## src/rtl/load_seq_ctrl.sv

```systemverilog
// load_seq_ctrl: sequences a single load from the execute stage.
// A request supplies base/offset/size; the controller computes the address,
// issues one memory read, extends the returned data to 64 bits and hands the
// result to the consumer. Flush aborts the current load. A read that is
// already issued is drained so that at most one read is ever outstanding.
// A per-load timer bounds how long the controller waits for a response.
//
// Handshake rule on every port pair (req, mem_req, res): a transfer happens
// in a cycle where valid and ready are both high at the rising edge. Once the
// source raises valid, its payload stays stable until that transfer (or a
// flush/reset abandons it). mem_resp_valid has no ready: it is always taken.

module load_seq_ctrl #(
  parameter int unsigned TIMEOUT_CYCLES = 255
) (
  input  logic        clk,
  input  logic        rst_n,
  input  logic        flush,
  input  logic        req_valid,
  output logic        req_ready,
  input  logic [63:0] req_src1,
  input  logic [63:0] req_src2,
  input  logic [2:0]  req_flag,
  output logic        mem_req_valid,
  input  logic        mem_req_ready,
  output logic [63:0] mem_addr,
  input  logic        mem_resp_valid,
  input  logic [63:0] mem_rdata,
  output logic        res_valid,
  input  logic        res_ready,
  output logic [63:0] res_data,
  output logic        res_err,
  output logic        busy,
  output logic [2:0]  dbg_state
);

  // FSM encoding
  localparam logic [2:0] S_IDLE  = 3'd0;
  localparam logic [2:0] S_REQ   = 3'd1;
  localparam logic [2:0] S_WAIT  = 3'd2;
  localparam logic [2:0] S_RESP  = 3'd3;
  localparam logic [2:0] S_DRAIN = 3'd4;

  // Size codes
  localparam logic [2:0] F_WORD  = 3'd1;
  localparam logic [2:0] F_DWORD = 3'd2;
  localparam logic [2:0] F_BYTE  = 3'd4;

  // The timer counts completed WAIT/DRAIN cycles; the timeout fires in the
  // cycle where the count is about to reach TIMEOUT_CYCLES.
  localparam logic [15:0] TIMER_LAST = 16'(TIMEOUT_CYCLES - 1);

  logic [2:0]  state;
  logic [2:0]  state_nxt;
  logic [15:0] timer;
  logic [15:0] timer_nxt;
  logic [2:0]  flag_q;
  logic        accept;
  logic        flag_legal;
  logic        timer_done;
  logic [63:0] ext_data;

  assign accept     = req_valid && req_ready;
  assign timer_done = (timer == TIMER_LAST);

  // Only the three documented size codes start a memory access
  always_comb begin
    flag_legal = 1'b0;
    case (req_flag)
      F_WORD, F_DWORD, F_BYTE: flag_legal = 1'b1;
      default:                 flag_legal = 1'b0;
    endcase
  end

  // Zero-extend the aligned read data according to the latched size code
  always_comb begin
    ext_data = 64'd0;
    case (flag_q)
      F_WORD:  ext_data = {32'd0, mem_rdata[31:0]};
      F_DWORD: ext_data = mem_rdata;
      F_BYTE:  ext_data = {56'd0, mem_rdata[7:0]};
      default: ext_data = 64'd0;
    endcase
  end

  // Next-state and timer logic
  always_comb begin
    state_nxt = state;
    timer_nxt = timer;
    case (state)
      S_IDLE: begin
        timer_nxt = 16'd0;
        if (accept) begin
          state_nxt = flag_legal ? S_REQ : S_RESP;
        end
      end
      S_REQ: begin
        // A read accepted in the same cycle as a flush is already in flight
        // and must be drained; otherwise a flush simply abandons the load.
        if (mem_req_ready) begin
          timer_nxt = 16'd0;
          state_nxt = flush ? S_DRAIN : S_WAIT;
        end else if (flush) begin
          state_nxt = S_IDLE;
        end
      end
      S_WAIT: begin
        if (flush) begin
          // If the response or the timeout lands in the flush cycle there is
          // nothing left to drain, so go straight back to idle.
          if (mem_resp_valid || timer_done) begin
            state_nxt = S_IDLE;
          end else begin
            state_nxt = S_DRAIN;
            timer_nxt = timer + 16'd1;
          end
        end else if (mem_resp_valid || timer_done) begin
          // Response has priority over a coincident timeout.
          state_nxt = S_RESP;
        end else begin
          timer_nxt = timer + 16'd1;
        end
      end
      S_RESP: begin
        if (flush || res_ready) begin
          state_nxt = S_IDLE;
        end
      end
      S_DRAIN: begin
        // Flush has no extra effect here: the read is still outstanding.
        if (mem_resp_valid || timer_done) begin
          state_nxt = S_IDLE;
        end else begin
          timer_nxt = timer + 16'd1;
        end
      end
      default: begin
        state_nxt = S_IDLE;
        timer_nxt = 16'd0;
      end
    endcase
  end

  // State and timer registers
  always_ff @(posedge clk or negedge rst_n) begin
    if (!rst_n) begin
      state <= S_IDLE;
      timer <= 16'd0;
    end else begin
      state <= state_nxt;
      timer <= timer_nxt;
    end
  end

  // Address and size code are captured once per accepted request
  always_ff @(posedge clk or negedge rst_n) begin
    if (!rst_n) begin
      mem_addr <= 64'd0;
      flag_q   <= 3'd0;
    end else if (accept) begin
      mem_addr <= req_src1 + req_src2;
      flag_q   <= req_flag;
    end
  end

  // Result registers: written only when entering RESP, so they hold steady
  // for the whole time res_valid is up.
  always_ff @(posedge clk or negedge rst_n) begin
    if (!rst_n) begin
      res_data <= 64'd0;
      res_err  <= 1'b0;
    end else if (state == S_IDLE) begin
      if (accept && !flag_legal) begin
        res_data <= 64'd0;
        res_err  <= 1'b1;
      end
    end else if (state == S_WAIT && !flush) begin
      if (mem_resp_valid) begin
        res_data <= ext_data;
        res_err  <= 1'b0;
      end else if (timer_done) begin
        res_data <= 64'd0;
        res_err  <= 1'b1;
      end
    end
  end

  // Outputs decoded from state; req_ready also drops during flush and reset
  assign req_ready     = (state == S_IDLE) && !flush && rst_n;
  assign mem_req_valid = (state == S_REQ);
  assign res_valid     = (state == S_RESP);
  assign busy          = (state != S_IDLE);
  assign dbg_state     = state;

  // Address must not move while a read request is waiting for acceptance
  a_addr_stable : assert property (@(posedge clk) disable iff (!rst_n)
    (mem_req_valid && !mem_req_ready) |=> (!mem_req_valid || $stable(mem_addr)));

  // Result must not move while waiting for the consumer
  a_res_stable : assert property (@(posedge clk) disable iff (!rst_n)
    (res_valid && !res_ready) |=> (!res_valid || ($stable(res_data) && $stable(res_err))));

  // Only the five defined encodings are ever reached
  a_state_legal : assert property (@(posedge clk) disable iff (!rst_n)
    (state <= S_DRAIN));

endmodule

```

## config.mk

```make
export PLATFORM = sky130hd
export DESIGN_NAME = load_seq_ctrl
export DESIGN_NICKNAME = d
export VERILOG_FILES = /design/src/rtl/load_seq_ctrl.sv
export SDC_FILE = /design/constraint.sdc
export NUM_CORES = 1
export LEC_CHECK = 0
export ABC_AREA = 1
export BUFFER_PORTS_ARGS = -buffer_cell sky130_fd_sc_hd__buf_2
export CAP_MARGIN = 20
export CORE_MARGIN = 2
export CORE_UTILIZATION = 49
export DETAILED_ROUTE_END_ITERATION = 6
export MAX_ROUTING_LAYER = met4
export PLACE_DENSITY = 0.76
export SLEW_MARGIN = 20
export SYNTH_ARGS = -nofsm -noshare
export SYNTH_HDL_FRONTEND = slang
export SYNTH_SLANG_ARGS = --single-unit
```

## constraint.sdc

```tcl
create_clock -name clk -period 1.8 [get_ports clk]
set_clock_uncertainty 0.1 [all_clocks]
set_input_delay 0.09 -clock clk [delete_from_list [all_inputs] [get_ports clk]]
set_output_delay 0.09 -clock clk [all_outputs]
set_load 0.05 [all_outputs]
```

### After elaboration in Yosys (flattened, before gate mapping)

Cells that the tools add are included.

* $add $sub $neg: 2
* equal/unequal tests: 19
* muxes and demuxes: 26
* bitwise gates (word level): 1
* reduce and logical (&&, ||, !) cells: 18

Operators by type and width (count)
* $mux W64: 5
* $pmux W64 S3: 1
* $add A64 B64 Y64: 1
* $pmux W16 S3: 1
* $mux W16: 2
* $mux W3: 9
* $add A16 B1 Y16 const B: 1
* $eq A16 B8 Y1 const B: 1
* $pmux W3 S5: 1
* $eq A3 B2 Y1 const B: 4
* $eq A3 B1 Y1 const B: 3
* $eq A3 B3 Y1 const B: 3
* $mux W1: 6
* $ne A2 B1 Y1 const B: 3
* $ne A2 B2 Y1 const B: 3
* $reduce_and A3 Y1: 2
* $reduce_bool A3 Y1: 2
* $logic_and A1 B1 Y1: 5
* $reduce_and A5 Y1: 1
* $logic_not A3 Y1: 1
* $ne A3 B2 Y1 const B: 1
* $ne A3 B3 Y1 const B: 1
* $reduce_or A3 Y1: 1
* $logic_not A1 Y1: 2
* 5 further kinds: 6

* flip-flop bits (word level): 151
* output and inout port bits: 136
* logic and storage cells: 72

### Logic depth before layout (Yosys ltp)

Gate-level depths: netlist of the first run.

* depth in word-level cells: 7
* mapped depth: 16

### Worst setup path before layout of the first run

No wires, ideal clock.

* path type: reg-to-reg
* start point: register state[0], in the netlist dbg_state[0]
* end point: register timer[8]
* data arrival time: 2.320 ns
* slack: -0.685 ns
* cell stages (with the launch flop): 12
* path buffers: 1
* cell sequence: dfrtp_1 -> inv_2 -> nor2_1 -> inv_1 -> nor2_1 -> nand2_1 -> nand2_1 -> a21oi_4 -> inv_2 -> buf_4 -> nand2_1 -> nand2_1

RTL lines
* start: declaration: RTL line 53 `logic [2:0] state;`
* start signal: assignment: RTL line 150 `state <= state_nxt;`
* $eq A3 B1 Y1 (*)
* via mem_req_valid: RTL line 24 `output logic mem_req_valid,`
* $ne A2 B1 Y1 (no source line)
* $reduce_and A3 Y1 (no source line)
* end signal: assignment: RTL line 151 `timer <= timer_nxt;`
* end: declaration: RTL line 55 `logic [15:0] timer;`

Mark *: on every way through the listed nets, which the timed path passes. The rest lies on a longest branch.
A chain may end at the register's enable or synchronous reset.

### Final worst setup path of the first run

* start point: register state[0], in the netlist dbg_state[0]
* end point: register res_data[32]

* longest elaborated chain between the ends: 7

Ends and longest elaborated chain
* $logic_not A3 Y1: RTL line 172, 189
* $logic_and A1 B1 Y1 (2 in a row): RTL line 189 `assign req_ready = (state == S_IDLE) && !flush && rst_n;`
* $logic_and A1 B1 Y1: RTL line 63 `assign accept = req_valid && req_ready;`
* $logic_and A1 B1 Y1: RTL line 173 `if (accept && !flag_legal) begin`
* $ne A2 B1 Y1 (no source line)
* $reduce_and A3 Y1 (no source line)
* end signal: assignment: RTL line 179 `res_data <= ext_data;`
* end: declaration: RTL line 31 `output logic [63:0] res_data,`

Several ways; a longest one is shown, not always the timed one.

==> metrics.txt, run 1 <==
outcome=complete, but fails checks; failing checks=DRC, setup timing; Post-synth EDFFs=0; crit path DAT=between 3 and 4 ns; Synth top cells by count=nand2_1, inv_1, dfrtp_1, nor2_1, nand3_1; cts bufs inserted=17; Max Slew Vio Count=0; GRT Total Usage=~35%; first-pass GRT wire length=a little over 70,000 um; initial antenna violation count=2; sequential-to-total area share from yosys stat=slightly above 30%; I/O pin cnt=around 340; FF-to-FF path depth=11; TritonCTS Sinks=roughly 150; GR Overflow Total=0; die area=about 26,000 sq um; vias per std cell=5.58; core area=around 24,000 sq um; reg-to-reg endpoint=res_data[32]; register clock-pin slew on the reported worst setup and hold paths=about 0.090 ns; slew margin rel.=a little under two fifths; min-delay worst type=in2reg; top cells by area, synth=dfrtp_1, nand2_1, inv_1, ha_1, nand3_1; post-synthesis cell type count=42; final critical-path share of the clock period=168%; share of power burned in registers=between 20% and 30%; post-DR wirelength/cell=20.9 um; WS Path Type=reg2reg; Cell Int Power=around 11 mW; Initial DRC Count=approximately 2,200; Placed Cells=between 2,000 and 3,000; power density over cell area=between 1000 and 1500 nW/um^2; layout cells sized above 1=a little under 30%; R2R Path Start=dbg_state[0]; Synth Instances=between 1,500 and 2,000; FF-to-FF setup slack=-1.22 ns; DRT Wirelength=approximately 62,000 um; crit path launch type=flop; Pleak=around 11 nW; Cell Count, Final, Fillers Out=about 2,900; Util after Layout=74.1%; chip height=approximately 160 um; asr flop ratio synth=100%; # rows=57; vias in the first global route=13,900; maximum fanout along the worst path=8; Yosys top cell area share=between 30% and 40%; crit-path cells=inv_2, nand3_4, inv_6, buf_6, nor2_8, inv_4, nor4_4, buf_6, clkbuf_16, nand2_1, o21ai_1; worst slew pin tran=a little over 0.9 ns; post-DP HPWL=between 30,000 and 40,000 um; Die X=about 160 um; CTS tree=yes; Residual DRC=84; H-tree depth=4; TritonRoute pass-1 iters=7; CP most frequent cell=buf_6; power share of the clock group=17.6%; sw frac=54.4%; top-count cell post-synth=nand2_1; endpoints failing setup=154; Final Hold Fails=0; post-synthesis register bit count=between 150 and 200; Setup crit end kind=flop; WP data required=approximately 2.0 ns; P&R area growth vs syn=47.8%; minimum clock period=3.02 ns; cell taking the most area after synthesis=dfrtp_1; pre-CTS WS=-0.354 ns; CP max stage delay=0.74 ns; cell family with most CP delay=buffers and inverters; vias=between 15,000 and 20,000; Comb pwr share=about 58%; Initial Utilization=about half; IO buf count=between 300 and 400; clock root buffer master=clkbuf_16; largest net degree at the start of global routing=around 100; Hold Path Sink=mem_addr[20]; Synth Warn #=0; RSZ-0062 raised after global routing=yes; Net Sw Power=about 13 mW; Max Freq=roughly 330 MHz; Syn Nets=between 2,000 and 2,500; final worst setup slack=-1.22 ns; VDD IR max=about 0.00098 V; Final Net Count=about 2,900; Clock Latency Late Sink=around 0.46 ns; WP buf/inv=6; Cell Area, Synth=around 12,000 sq um; hold depth=5; hold path start=req_src2[20]; ys flop type=dfrtp_1; ANT nets after route=0; Max Root-Sink Buffers=2; crit path from=dbg_state[0]; syn avg cell area=approximately 6.2 sq um; slowest CP cell=o21ai_1; maxcap violations=0; Final GP Congestion=0.983
[logic make-up after synthesis]
family	count (synthesis)	synth area share, %
AO/OA/AOI/OAI	154	7.29
XOR/XNOR	40	2.86
adder cells (fa/ha/maj)	66	6.79
buffers and inverters	374	12.4
flip-flops	151	30.8
AND/OR/NAND/NOR	1198	39.8
[power by group through the flow]
stage / Combinational, mW / Sequential [mW] / Clock [mW]
after floorplan: 3.58 / 9.17 / 0
after global placement: 10.8 / 5.38 / 0
after detailed placement: 10.9 / 5.39 / 0
after CTS: 11.3 / 5.37 / 3.90
after global routing: 13.8 / 5.80 / 4.16
final: 13.3 / 5.72 / 4.07
[tightest hold or removal path, delay by kind of cell]
| family | cells | cell delay [ns] |
|---|---|---|
| adders and majority gates | 1 | 0.20 |
| and+or+nand+nor | 3 | 0.18 |
| buffers and inverters | 1 | 0.07 |
[cell type report]
class	instances	area, sq um
multi-input cells	1458	7480
repair inverters	1	7.51
fillers	1789	6340
clock inverters	14	181
flip-flops and latches	151	3780
inverters	339	1290
well taps	324	405
clock buffers	18	439
diodes	10	25.0
repair buffers	631	4510
[flip-flops by register name (all words and copies together), names as in the netlist]
name,cells
mem_addr,64
flag_q,3
dbg_state,3
res_data,64
res_err,1
timer,16
[layer usage]
layer / vias up / part of all wire (%) / routed length (um) / global-route usage [%]
met2: 1302 / 42 / 25600 / 57.3
met4: 0 / 8.8 / 5400 / 15.0
met5: - / 0 / 0 / -
met1: 7361 / 36 / 22100 / 44.2
met3: 489 / 14 / 8420 / 5.75
li1: 7283 / - / - / -
[layout by cell type, fill, tap and decap left out, types with 3 or more instances in the layout]
master	n
a21oi_1	44
inv_8	5
buf_12	12
nand2_2	46
clkinvlp_4	3
nor3_2	5
nand2_1	817
clkinv_4	3
o21ai_0	33
inv_2	7
nand3_1	101
o21ai_1	22
ha_1	64
xnor2_1	27
nand3b_1	9
nand3_2	5
nor3_1	15
xor2_1	13
diode_2	10
dlygate4sd3_1	77
nor2_2	9
inv_1	326
inv_6	4
buf_6	15
buf_2	334
buf_4	180
nand2_4	32
nand4_1	14
clkbuf_16	27
dfrtp_2	3
nor2_1	131
dfrtp_1	148
o21ai_2	49
[per-stage QoR]
step / power [mW] / hold WS, ns / setup TNS [ns] / area [sq um]
2_1_floorplan: 12.7 / -0.306 / -48.27 / 12300
3_3_place_gp: 16.2 / 0.190 / -9.68 / 15600
3_5_place_dp: 16.3 / 0.189 / -11.98 / 15600
4_1_cts: 20.5 / 0.0190 / -0.205 / 17200
5_1_grt: 23.8 / 0.0821 / -41.13 / 18100
6_report: 23.1 / 0.0324 / -41.50 / 18100
[how the worst max path moves through the flow]
| stage | cells past startpoint | end |
|---|---|---|
| 4_1_cts | 10 | res_data[48] |
| 6_report | 11 | res_data[32] |
| 2_1_floorplan | 10 | res_data[10] |
| 3_3_place_gp | 14 | mem_addr[46] |
| 3_5_place_dp | 13 | mem_addr[40] |
| 5_1_grt | 11 | res_data[32] |
[what timing repair did]
action                                 4_1_cts  5_1_grt
hold buffers                                77        0
resized for setup                           21      163
endpoints found under the hold margin      225        0
setup buffers                                6       12
cloned                                       1       14
setup endpoints to repair                   70       97
pin swaps                                    1       54
Power figures use the tool's default switching activity.
==> inputs of run 2 (changes only) <==
HOLD_SLACK_MARGIN = 0.12   (was default)
==> run 2 against run 1 <==
Die area unchanged. Cell area decreased by 0.83%. Clock power decreased by 2%. Wire length decreased by 13%. Power decreased by 4.2%. The flow finishes with violations (setup timing). Combinational power decreased by 5%. Core utilization decreased by 0.61 points. Largest cell class unchanged. Largest power group unchanged. Sequential power decreased by 3.5%.
==> metrics.txt, run 2 (synthesis gave the netlist of run 1 again) <==
clock root buffer master=clkbuf_16; final hold slack=roughly 0.12 ns; Cell Count, Final, Fillers Out=between 2,000 and 3,000; Placed Cells=approximately 2,800; DRT Wirelength=53,400 um; GRT Total Usage=between 30% and 40%; Multi-input gate area=between 7000 and 8000 sq um; Final GP Congestion=~0.98; P&R area growth vs syn=46.6%; # rows=57; worst slew pin tran=slightly below 0.7 ns; maximum fanout along the worst path=16; core area=24,500 sq um; Max Root-Sink Buffers=2; Die X=around 160 um; Initial DRC Count=1,660; setup_tns=-17.55 ns; final critical-path share of the clock period=117%; crit path launch type=input pin; layout cells sized above 1=between 20% and 30%; post-DP HPWL=~35,000 um; TritonRoute pass-1 iters=7; Max Slew Vio Count=0; Clock Latency Late Sink=0.45 ns; endpoints failing setup=86; Residual DRC=0; fill count=approximately 1,800; FF+latch area=3780 sq um; min-delay worst type=in2reg; outcome=complete, but fails checks; initial antenna violation count=1; H-tree depth=4; slew margin rel.=between 50% and 60%; Setup crit end kind=flop; most frequent cells in the layout=nand2_1, buf_2, inv_1; Max Freq=476 MHz; cts bufs inserted=17; GR Overflow Total=0; vias per std cell=roughly 5.3; maxcap violations=0; Final Hold Fails=0; ANT nets after route=0; failing checks=setup timing; TritonCTS Sinks=151; vias in the first global route=approximately 14,000; vias=15,500; Largest regs=mem_addr (64), res_data (64), timer (16); crit path DAT=2.32 ns; VDD IR max=approximately 0.00093 V; first-pass GRT wire length=71,500 um; CTS tree=yes; Final Net Count=between 2,000 and 3,000; IO buf count=337; I/O pin cnt=338; post-DR wirelength/cell=18.2 um; leading cell type in the layout, fill and taps excluded=nand2_1; minimum clock period=approximately 2.1 ns; die area=roughly 26,000 sq um; largest net degree at the start of global routing=just over 100; chip height=approximately 160 um; final worst setup slack=-0.301 ns; register clock-pin slew on the reported worst setup and hold paths=about 0.07 ns; WP data required=2.02 ns; power density over cell area=between 1000 and 1500 nW/um^2; RSZ-0062 raised after global routing=yes; WS Path Type=in2reg; Initial Utilization=between 50% and 60%; Pleak=approximately 10 nW
==> run 2: area by class of cell <==
type,instances,area share (%)
Multi-Input combinational cell,1458,41.1
Timing Repair Buffer,633,24.9
Sequential cell,151,21.0
Inverter,339,7.18
Clock buffer,18,2.44
Tap cell,324,2.26
Clock inverter,14,1.01
Timing Repair inverter,1,0.0418
Antenna cell,1,0.0139
==> run 2: final timing paths <==
path | startpoint | end | slack (ns) | cells after the start
max in group asynchronous | rst_n | dbg_state[1] | 0.76 | 3
min in group asynchronous | rst_n | timer[14] | 0.26 | 3
setup reg to reg | dbg_state[1] | res_data[41] | -0.29 | 11
hold reg to reg | mem_addr[37] | mem_addr[37] | 0.38 | 2
setup / recovery | req_flag[1] | res_data[5] | -0.30 | 12
hold / removal | req_src1[61] | mem_addr[61] | 0.12 | 6
==> run 2: critical path, stage by stage <==
cell and delay, ns:
dlygate4sd3_1 0.55, buf_2 0.17, o21ai_0 0.22, a21oi_1 0.08, nor2_1 0.12, nand2_1 0.15
o21ai_4 0.23, o21ai_4 0.15, buf_12 0.19, buf_12 0.16, nand2_1 0.10, o21ai_1 0.09
==> run 2: metal layers <==
metal	wire length (um)	global-route usage [%]	vias to the layer above
met5	0	-	-
met2	24200	57.9	950
met3	4850	5.90	257
met1	21200	44.6	7027
li1	-	-	7282
met4	3090	15.5	0
==> run 2: repair_timing <==
item	CTS	global route
buffers inserted	6	7
cloned	1	10
resized for setup	21	140
hold endpoints to repair	232	0
endpoints found under the setup margin	70	100
pin swaps	1	35
hold buffers	87	0
==> run 2: power by group <==
| part | internal [mW] | switching (mW) | leakage, nW |
|---|---|---|---|
| registers | 4.56 | 0.963 | 1.99 |
| logic | 3.70 | 8.91 | 8.21 |
| clock network | 2.15 | 1.82 | 0.302 |
==> run 2: stage by stage <==
stage	total power, mW	instance area, sq um	setup slack (ns)	util, %
floorplan	12.7	12300	-0.434	-
global placement	16.2	15600	-0.317	63.9
detailed placement	16.3	15600	-0.354	63.9
CTS	20.6	17300	-0.0248	70.5
global route	22.9	18000	-0.304	73.5
finish	22.1	18000	-0.301	73.5
